File: src/rtl/blake_pkg.sv
// Shared types and sizes for the blake host front end: state encoding and the
// header/digest geometry seen by the 64-bit streams.
package blake_pkg;

    localparam int WORD_W    = 64;
    localparam int IN_WORDS  = 10;
    localparam int OUT_WORDS = 8;
    localparam int HDR_W     = IN_WORDS * WORD_W;
    localparam int DIG_W     = OUT_WORDS * WORD_W;
    localparam int TIMEOUT   = 1023;
    localparam int TMO_W     = 10;
    localparam int WCNT_W    = 4;
    localparam int OCNT_W    = 3;

    typedef enum logic [1:0] {
        ST_LOAD  = 2'd0,
        ST_FIRE  = 2'd1,
        ST_WAIT  = 2'd2,
        ST_DRAIN = 2'd3
    } state_e;

endpackage

File: src/rtl/blake_digest_serializer.sv
// Holds a captured 512-bit digest and presents it as eight 64-bit words on a
// valid/ready stream, most significant word first; done pulses on the final handshake.
module blake_digest_serializer
    import blake_pkg::*;
(
    input  logic              clk,
    input  logic              rstb,
    input  logic              load_i,
    input  logic [DIG_W-1:0]  digest_i,
    output logic              m_valid_o,
    input  logic              m_ready_i,
    output logic [WORD_W-1:0] m_data_o,
    output logic              m_last_o,
    output logic              done_o
);

    logic [DIG_W-1:0]  digest_q;
    logic [OCNT_W-1:0] idx_q;
    logic              valid_q;
    logic              xfer;
    logic              at_last;

    assign xfer    = valid_q & m_ready_i;
    assign at_last = (idx_q == OCNT_W'(OUT_WORDS - 1));

    always_ff @(posedge clk or negedge rstb) begin
        if (!rstb) begin
            digest_q <= '0;
            idx_q    <= '0;
            valid_q  <= 1'b0;
        end else if (load_i) begin
            digest_q <= digest_i;
            idx_q    <= '0;
            valid_q  <= 1'b1;
        end else if (xfer) begin
            if (at_last) begin
                idx_q   <= '0;
                valid_q <= 1'b0;
            end else begin
                idx_q <= idx_q + 1'b1;
            end
        end
    end

    // Word select straight off the held digest so data stays put while stalled.
    always_comb begin
        m_data_o = '0;
        for (int j = 0; j < OUT_WORDS; j++) begin
            if (idx_q == OCNT_W'(j)) begin
                m_data_o = digest_q[DIG_W-1-WORD_W*j -: WORD_W];
            end
        end
    end

    assign m_valid_o = valid_q;
    assign m_last_o  = valid_q & at_last;
    assign done_o    = xfer & at_last;

endmodule

File: src/rtl/blake_stream_host.sv
// Host front end for the blake core: assembles a 640-bit header from a 64-bit
// stream, starts the core, waits with a timeout and streams the digest back out.
//
// state    | meaning
// ---------+---------------------------------------------------------------
// ST_LOAD  | accepting header words, checking s_last against word position
// ST_FIRE  | one-cycle core_ena pulse, header held on core_din
// ST_WAIT  | waiting for core_rdy, timeout counter running
// ST_DRAIN | digest words streaming out on the m_* interface
module blake_stream_host
    import blake_pkg::*;
(
    input  logic              clk,
    input  logic              rstb,
    input  logic              s_valid,
    output logic              s_ready,
    input  logic [WORD_W-1:0] s_data,
    input  logic              s_last,
    output logic              m_valid,
    input  logic              m_ready,
    output logic [WORD_W-1:0] m_data,
    output logic              m_last,
    output logic [HDR_W-1:0]  core_din,
    output logic              core_ena,
    input  logic              core_rdy,
    input  logic [DIG_W-1:0]  core_dout,
    output logic              busy,
    output logic              err_frame,
    output logic              err_tmo
);

    state_e             state_q, state_d;
    logic [WCNT_W-1:0]  wcnt_q, wcnt_d;
    logic [TMO_W-1:0]   tmo_q, tmo_d;
    logic [HDR_W-1:0]   core_din_q;
    logic               s_ready_q;
    logic               core_ena_q;
    logic               busy_q;
    logic               err_frame_q, err_frame_d;
    logic               err_tmo_q, err_tmo_d;
    logic               hdr_we;
    logic               dig_load;
    logic               dig_done;
    logic               accept;
    logic               last_pos;

    assign accept   = s_valid & s_ready_q;
    assign last_pos = (wcnt_q == WCNT_W'(IN_WORDS - 1));

    always_ff @(posedge clk or negedge rstb) begin
        if (!rstb) begin
            state_q     <= ST_LOAD;
            wcnt_q      <= '0;
            tmo_q       <= '0;
            s_ready_q   <= 1'b0;
            core_ena_q  <= 1'b0;
            busy_q      <= 1'b0;
            err_frame_q <= 1'b0;
            err_tmo_q   <= 1'b0;
        end else begin
            state_q     <= state_d;
            wcnt_q      <= wcnt_d;
            tmo_q       <= tmo_d;
            s_ready_q   <= (state_d == ST_LOAD);
            core_ena_q  <= (state_d == ST_FIRE);
            busy_q      <= (state_d != ST_LOAD);
            err_frame_q <= err_frame_d;
            err_tmo_q   <= err_tmo_d;
        end
    end

    // tmo counts WAIT cycles including the current one, so the abort lands on
    // WAIT cycle TIMEOUT and a core_rdy in that same cycle still wins.
    always_comb begin
        state_d     = state_q;
        wcnt_d      = wcnt_q;
        tmo_d       = tmo_q;
        hdr_we      = 1'b0;
        err_frame_d = 1'b0;
        err_tmo_d   = 1'b0;
        dig_load    = 1'b0;
        case (state_q)
            ST_LOAD: begin
                if (accept) begin
                    if (s_last && last_pos) begin
                        hdr_we  = 1'b1;
                        wcnt_d  = '0;
                        state_d = ST_FIRE;
                    end else if (s_last || last_pos) begin
                        err_frame_d = 1'b1;
                        wcnt_d      = '0;
                    end else begin
                        hdr_we = 1'b1;
                        wcnt_d = wcnt_q + 1'b1;
                    end
                end
            end
            ST_FIRE: begin
                tmo_d   = TMO_W'(1);
                state_d = ST_WAIT;
            end
            ST_WAIT: begin
                if (core_rdy) begin
                    dig_load = 1'b1;
                    tmo_d    = '0;
                    state_d  = ST_DRAIN;
                end else if (tmo_q == TMO_W'(TIMEOUT)) begin
                    err_tmo_d = 1'b1;
                    tmo_d     = '0;
                    state_d   = ST_LOAD;
                end else begin
                    tmo_d = tmo_q + 1'b1;
                end
            end
            ST_DRAIN: begin
                if (dig_done) begin
                    state_d = ST_LOAD;
                end
            end
            default: begin
                state_d = ST_LOAD;
            end
        endcase
    end

    always_ff @(posedge clk or negedge rstb) begin
        if (!rstb) begin
            core_din_q <= '0;
        end else if (hdr_we) begin
            for (int k = 0; k < IN_WORDS; k++) begin
                if (wcnt_q == WCNT_W'(k)) begin
                    core_din_q[HDR_W-1-WORD_W*k -: WORD_W] <= s_data;
                end
            end
        end
    end

    blake_digest_serializer u_ser (
        .clk       (clk),
        .rstb      (rstb),
        .load_i    (dig_load),
        .digest_i  (core_dout),
        .m_valid_o (m_valid),
        .m_ready_i (m_ready),
        .m_data_o  (m_data),
        .m_last_o  (m_last),
        .done_o    (dig_done)
    );

    assign s_ready   = s_ready_q;
    assign core_din  = core_din_q;
    assign core_ena  = core_ena_q;
    assign busy      = busy_q;
    assign err_frame = err_frame_q;
    assign err_tmo   = err_tmo_q;

endmodule

File: config.mk
export PLATFORM = sky130hd
export DESIGN_NAME = blake_stream_host
export DESIGN_NICKNAME = d
export VERILOG_FILES = /design/src/rtl/blake_pkg.sv /design/src/rtl/blake_digest_serializer.sv /design/src/rtl/blake_stream_host.sv
export SDC_FILE = /design/constraint.sdc
export NUM_CORES = 2
export LEC_CHECK = 0
export CORE_AREA = 2 2 504 506
export CTS_CLUSTER_DIAMETER = 120
export DETAILED_ROUTE_END_ITERATION = 16
export DIE_AREA = 0 0 506 508
export GPL_TIMING_DRIVEN = 0
export PLACE_DENSITY = 0.44
export REMOVE_ABC_BUFFERS = 1
export SYNTH_ARGS = -nofsm -noshare
export SYNTH_HDL_FRONTEND = slang
export SYNTH_SLANG_ARGS = --single-unit
File: constraint.sdc
create_clock -name clk -period 6.8 [get_ports clk]
set_clock_uncertainty 0.05 [all_clocks]
set_input_delay 0.68 -clock clk [delete_from_list [all_inputs] [get_ports clk]]
set_output_delay 0.68 -clock clk [all_outputs]
set_load 0.03 [all_outputs]
== Yosys cells after proc, flatten, opt, wreduce, memory -nomap -nowiden ==
Cells that the tools add are included.

* Output and inout bits: 711
* Word-level logic and storage cells: 109
* Register bits after elaboration: 1177
* Bits of input ports: 582

* $add $sub $neg: 3
* Bitwise operators: 4
* Equality and inequality tests: 21
* Mux-type cells: 38
* Reductions and logical operators: 22

{| class="wikitable"
|+ Operators by type and width
! cell !! number
|-
| $mux 64 || 8
|-
| $reduce_and 2->1 || 12
|-
| $mux 10 || 2
|-
| $pmux 10 s2 || 1
|-
| $eq 4x3->1 const B || 4
|-
| $mux 1 || 16
|-
| $eq 3x3->1 const B || 4
|-
| $add 10x1->10 const B || 1
|-
| $eq 10x10->1 const B || 1
|-
| $mux 2 || 5
|-
| $mux 3 || 3
|-
| $eq 4x2->1 const B || 2
|-
| $eq 4x4->1 const B || 2
|-
| $mux 4 || 2
|-
| $pmux 2 s4 || 1
|-
| $reduce_bool 2->1 || 4
|-
| $eq 3x2->1 const B || 2
|-
| $add 4x1->4 const B || 1
|-
| $and 1x1->1 || 4
|-
| $eq 2x1->1 const B || 2
|-
| $eq 2x2->1 const B || 2
|-
| $eq 4x1->1 const B || 1
|-
| $logic_not 2->1 || 2
|-
| $logic_not 4->1 || 1
|-
| 5 further kinds || 5
|}

== Longest topological paths before layout ==
* Depth after elaboration: 9
* Depth in mapped cells: 11
* Gate-level depth less buffers: 9

== Hierarchy ==
Synthesis repeated with hierarchy kept, for this count alone.

* Cell total of the unflattened synthesis: 3746
* Area total of the unflattened synthesis: 49537.5 um^2

{| class="wikitable"
|+ By module, submodules not included
! module !! instances !! cells each !! area an instance (um^2) !! seq. area each (um^2)
|-
| blake_stream_host || 1 || 1541 || 25121.6 || 16540.9
|-
| blake_digest_serializer || 1 || 2205 || 24415.9 || 12912.4
|}

== Worst setup path after synthesis ==
Ideal clock, no wire load.

* Path type: flip-flop to output port
* Start: reg u_ser.idx_q[2]
* End: out m_data[43]
* Arrival time: 2.591 ns
* Required time: 6.070 ns
* Path buffers: 4
* Path slack: 3.479 ns
* Stages on the path, launching flop included: 11
* Path through: dfrtp_1 > buf_2 > inv_1 > clkbuf_1 > ha_1 > or2_2 > clkbuf_1 > buf_1 > a221oi_1 > a2111oi_0 > o21ai_0

* Longest elaborated chain between the ends: 9
* Elaborated cells between the ends (all ways): 16
* Classes of those cells: eq/ne: 7; mux: 8; reduce/logical: 1

{| class="wikitable"
|+ Ends and longest elaborated chain
! element !! RTL line !! source
|-
| start, declared || blake_digest_serializer.sv:18 || <nowiki>logic [OCNT_W-1:0] idx_q;</nowiki>
|-
| start signal, assigned || blake_digest_serializer.sv:40 || <nowiki>idx_q <= idx_q + 1'b1;</nowiki>
|-
| $logic_not 3->1 || blake_digest_serializer.sv:49 || <nowiki>if (idx_q == OCNT_W'(j)) begin</nowiki>
|-
| $mux 64 (7 in series) || blake_digest_serializer.sv:49 ||
|-
| $mux 64 (*) || blake_digest_serializer.sv:49 ||
|-
| end, declared || blake_stream_host.sv:21 || <nowiki>output logic [WORD_W-1:0] m_data,</nowiki>
|}

Every way passes the cells marked *; elsewhere a longest branch is shown, timed or not.

== Worst setup path after layout ==
* Start: reg u_ser.idx_q[2]
* End: out m_data[15]

The elaborated chain is that of the path after synthesis.

==> run summary <==
Status: finished, final reports clean
Number of global-route vias before repair: 40,100
Hold EP: u_ser.digest_q[23]$_DFFE_PN0P_
Worst Setup Start Kind: register
Antenna Violating Nets Remaining: 0
DR WL/cell: 26.1 um
Setup CP Type: reg2out
Final-report max-slew violation count: 0
Total gr overflow: 0
Initial antenna violation count: 85
Drt total wl: 237,000 um
First-pass GRT wire length: 327,000 um
Cell with the most instances after synthesis: nand2_1
DRT iter0 DRCs: 2,640
Post-synthesis sequential area ratio: 60.6%
Mapped Area: 48,600 sq um
Psw: 11,500 uW
Via density: 4.27
Uppermost layer routed: met5
Wl on met1: 101,000 um
I/O pin count: 1,293
CP Capture Type: output port
Most frequent cells after synthesis: 1,435 x nand2_1, 1,177 x dfrtp_1, 636 x mux2_2, 230 x clkbuf_1, 159 x o21ai_0
Internal: 17,700 uW
R2R depth: 8
Starting density of the core: 19.3%
H-tree levels: 4
Most used flip-flop cell after synthesis: dfrtp_1
PnR worst setup slack: 0.583 ns
Worst hold start: core_dout[23]
Fin crit share: 91.4%
CTS root buf: clkbuf_16
CP required: 6.07 ns
Post-synth ARST share: 100%
Max Clk Rate: 161 MHz
Yosys cell types: 49
Met3 wire length: 17,900 um
1st-pass router iterations: 5
Rel. slew slack: 18.4%
Post-Place Setup Slack: 1.26 ns
CTS tree: built
Worst slew pin tran: 1.19 ns
GPL Wtd Cong: 0.851
Core Region: 252,000 sq um
Max-Cap Viols: 0
Final Util: 28.3%
Pin count of the biggest net entering global routing: 164
Max Buffers Root-to-Sink: 3
Sw Ratio: 39.5%
DIE AREA: 257,000 sq um
Area leader, netlist: dfrtp_1
Multiplexer area fraction after synthesis: 14.8%
FF-to-FF Start: wcnt_q[1]$_DFFE_PN0P_
LEAKAGE: 0.0331 uW
Synth area leaders: dfrtp_1 61%, mux2_2 15%, nand2_1 11%, clkbuf_1 1.8%, o21ai_0 1.6%
Area Overhead vs Synth: 47.0%
Final Critical Period: 6.22 ns
RSZ-0062 raised after global routing: no
Final-report hold violation count: 0
Complex-gate fraction of the synthesized area: 6.88%
Worst-path clk slew: 0.06 ns
# nets final: 6,160
Fraction of the mapped netlist area in adder cells: 0.412%
Min-Delay Path Class: in2reg
Power share of the clock group: 28.1%
Crit Path Max Fanout: 47
# port buffers: 1,292
Largest family of logic cells by synthesized area: multiplexers
Worst vdd ir: 0.227 mV
HPWL after DPL: 172,000 um
Reg2reg end: core_din[556]$_DFFE_PN0P_
Standard-cell rows: 185
Share of cells above drive strength 1: 17.1%
XOR/XNOR share of the synthesized area: 0.0180%
Met2 routed WL: 108,000 um
Fillcell total: 26,300
Post-synth EDFFs: 0
All-Layer GR Usage: 17.9%
Hold Path Cell Cnt: 3
Post-Syn Area per Cell: 11.1 sq um
Post-synthesis simple-gate area fraction: 13.3%
Worst-skew pair later-pin latency: 0.77 ns
Power per standard cell area: 409 nW/um^2
Flops & latches, synth: 1,177
Worst path arrival time: 5.49 ns
PostCTS Resize Cnt: 0
Flop pwr share: 33.9%
DRC: 0
Logic gate share of total power: 38.0%
Number of vias in the routed layout: 38,800
Die width: 506 um
Setup violations, final: 0
Die H: 508 um
CTS sink cnt: 1,177
Share of the synthesized area in the top cell type: 60.6%
Mapped Cells: 4,381
CTS buffer count: 149
Setup slack, reg-to-reg: 2.92 ns
Synth warn: 0
-- flip-flops by register name, indices dropped and copies added, names as in the netlist --
| signal | cells |
|---|---|
| core_din | 640 |
| u_ser.idx_q | 3 |
| wcnt_q | 4 |
| state_q | 2 |
| err_frame | 1 |
| core_ena | 1 |
| busy | 1 |
| s_ready | 1 |
| u_ser.digest_q | 512 |
| tmo_q | 10 |
| u_ser.m_valid_o | 1 |
| err_tmo | 1 |
-- final cells by class --
cell class                      count  area, sq um  share of cell area (%)
Sequential cell                  1177        29500                    41.3
Tap cell                         3366         4210                    5.90
Clock buffer                      216         4270                    5.98
Clock inverter                     49          793                    1.11
Multi-Input combinational cell   2742        17400                    24.4
Inverter                          121          457                   0.640
Antenna cell                       34         85.1                   0.119
Timing Repair Buffer             1371        14700                    20.6
-- kinds of logic after synthesis --
group,Yosys count
xor+xnor,1
simple gates,1605
flops,1177
fa+ha+maj,16
buf+inv,462
compound gates,480
mux,640
-- timing repair --
action                                 in CTS  in global routing
buffers inserted                            0                  0
hold buffers                                1                  0
endpoints found under the hold margin      58                  0
-- power groups by stage --
stage                     Combinational, uW  Sequential (uW)  Clock (uW)
after global routing                  12000            10100        8750
final                                 11100             9900        8200
after CTS                             11300             9880        8480
after detailed placement              11200             9980           0
after floorplan                        5400            10500           0
after global placement                11500            10100           0
-- metrics by stage --
step | TNS, ns | hold WS, ns | instance area [sq um] | instances | total power (uW)
5_1_grt | 0 | 0.286 | 71400 | 9067 | 30800
3_5_place_dp | 0 | 0.405 | 66200 | 8775 | 21200
2_1_floorplan | -6377.50 | 0.334 | 47100 | 4040 | 15900
4_1_cts | 0 | 0.246 | 71300 | 9041 | 29600
6_report | 0 | 0.348 | 71400 | 9076 | 29200
3_3_place_gp | - | 0.403 | 64300 | 8698 | 21600
-- worst max-delay path, stage by stage, from the launching register on --
cell	delay, ns
dfrtp_1	0.73
inv_2	0.20
ha_4	0.33
buf_16	0.23
or2_4	0.47
buf_16	0.29
a221oi_1	0.88
a2111oi_0	0.15
o21ai_0	0.26
clkdlybuf4s50_1	0.98
-- worst max path at each step --
stage | startpoint | endpoint | slack (ns) | depth (start not counted)
3_3_place_gp | rstb | u_ser.digest_q[428]$_DFFE_PN0P_ | -53.23 | 1
3_5_place_dp | u_ser.idx_q[2]$_DFFE_PN0P_ | m_data[15] | 1.26 | 9
4_1_cts | u_ser.idx_q[2]$_DFFE_PN0P_ | m_data[15] | 0.30 | 9
2_1_floorplan | state_q[0]$_DFF_PN0_ | state_q[0]$_DFF_PN0_ | -13.24 | 6
6_report | u_ser.idx_q[2]$_DFFE_PN0P_ | m_data[15] | 0.58 | 9
5_1_grt | u_ser.idx_q[2]$_DFFE_PN0P_ | m_data[15] | 0.28 | 9
-- layout by cell type, fill, tap and decap left out, drive strengths merged, types with 3 or more instances in the layout --
cell type      instances
mux2                 640
and2                   5
o31ai                  4
o21ai                159
a221oi                64
nor3                   4
a31oi                  4
bufinv                 9
a2111oi               45
a221o                 38
nand2b                 3
clkdlybuf4s50       1291
clkbuf               217
nand3                 10
a211oi                19
and4                   3
o221ai                45
diode                 34
ha                    16
clkinv                34
nand2               1438
dfrtp               1177
nand3b                47
buf                   77
a22o                   4
inv                  125
o32ai                 19
and3                  48
nor2b                  3
a21oi                 71
nor2                  34
-- metal layers --
layer / global-route usage, % / vias to the layer above
met4: 6.96 / 36
met1: 23.0 / 19900
met5: 0 / -
met2: 28.0 / 1353
li1: - / 17100
met3: 5.45 / 363
Note: power is estimated with default switching activity, not from simulation.
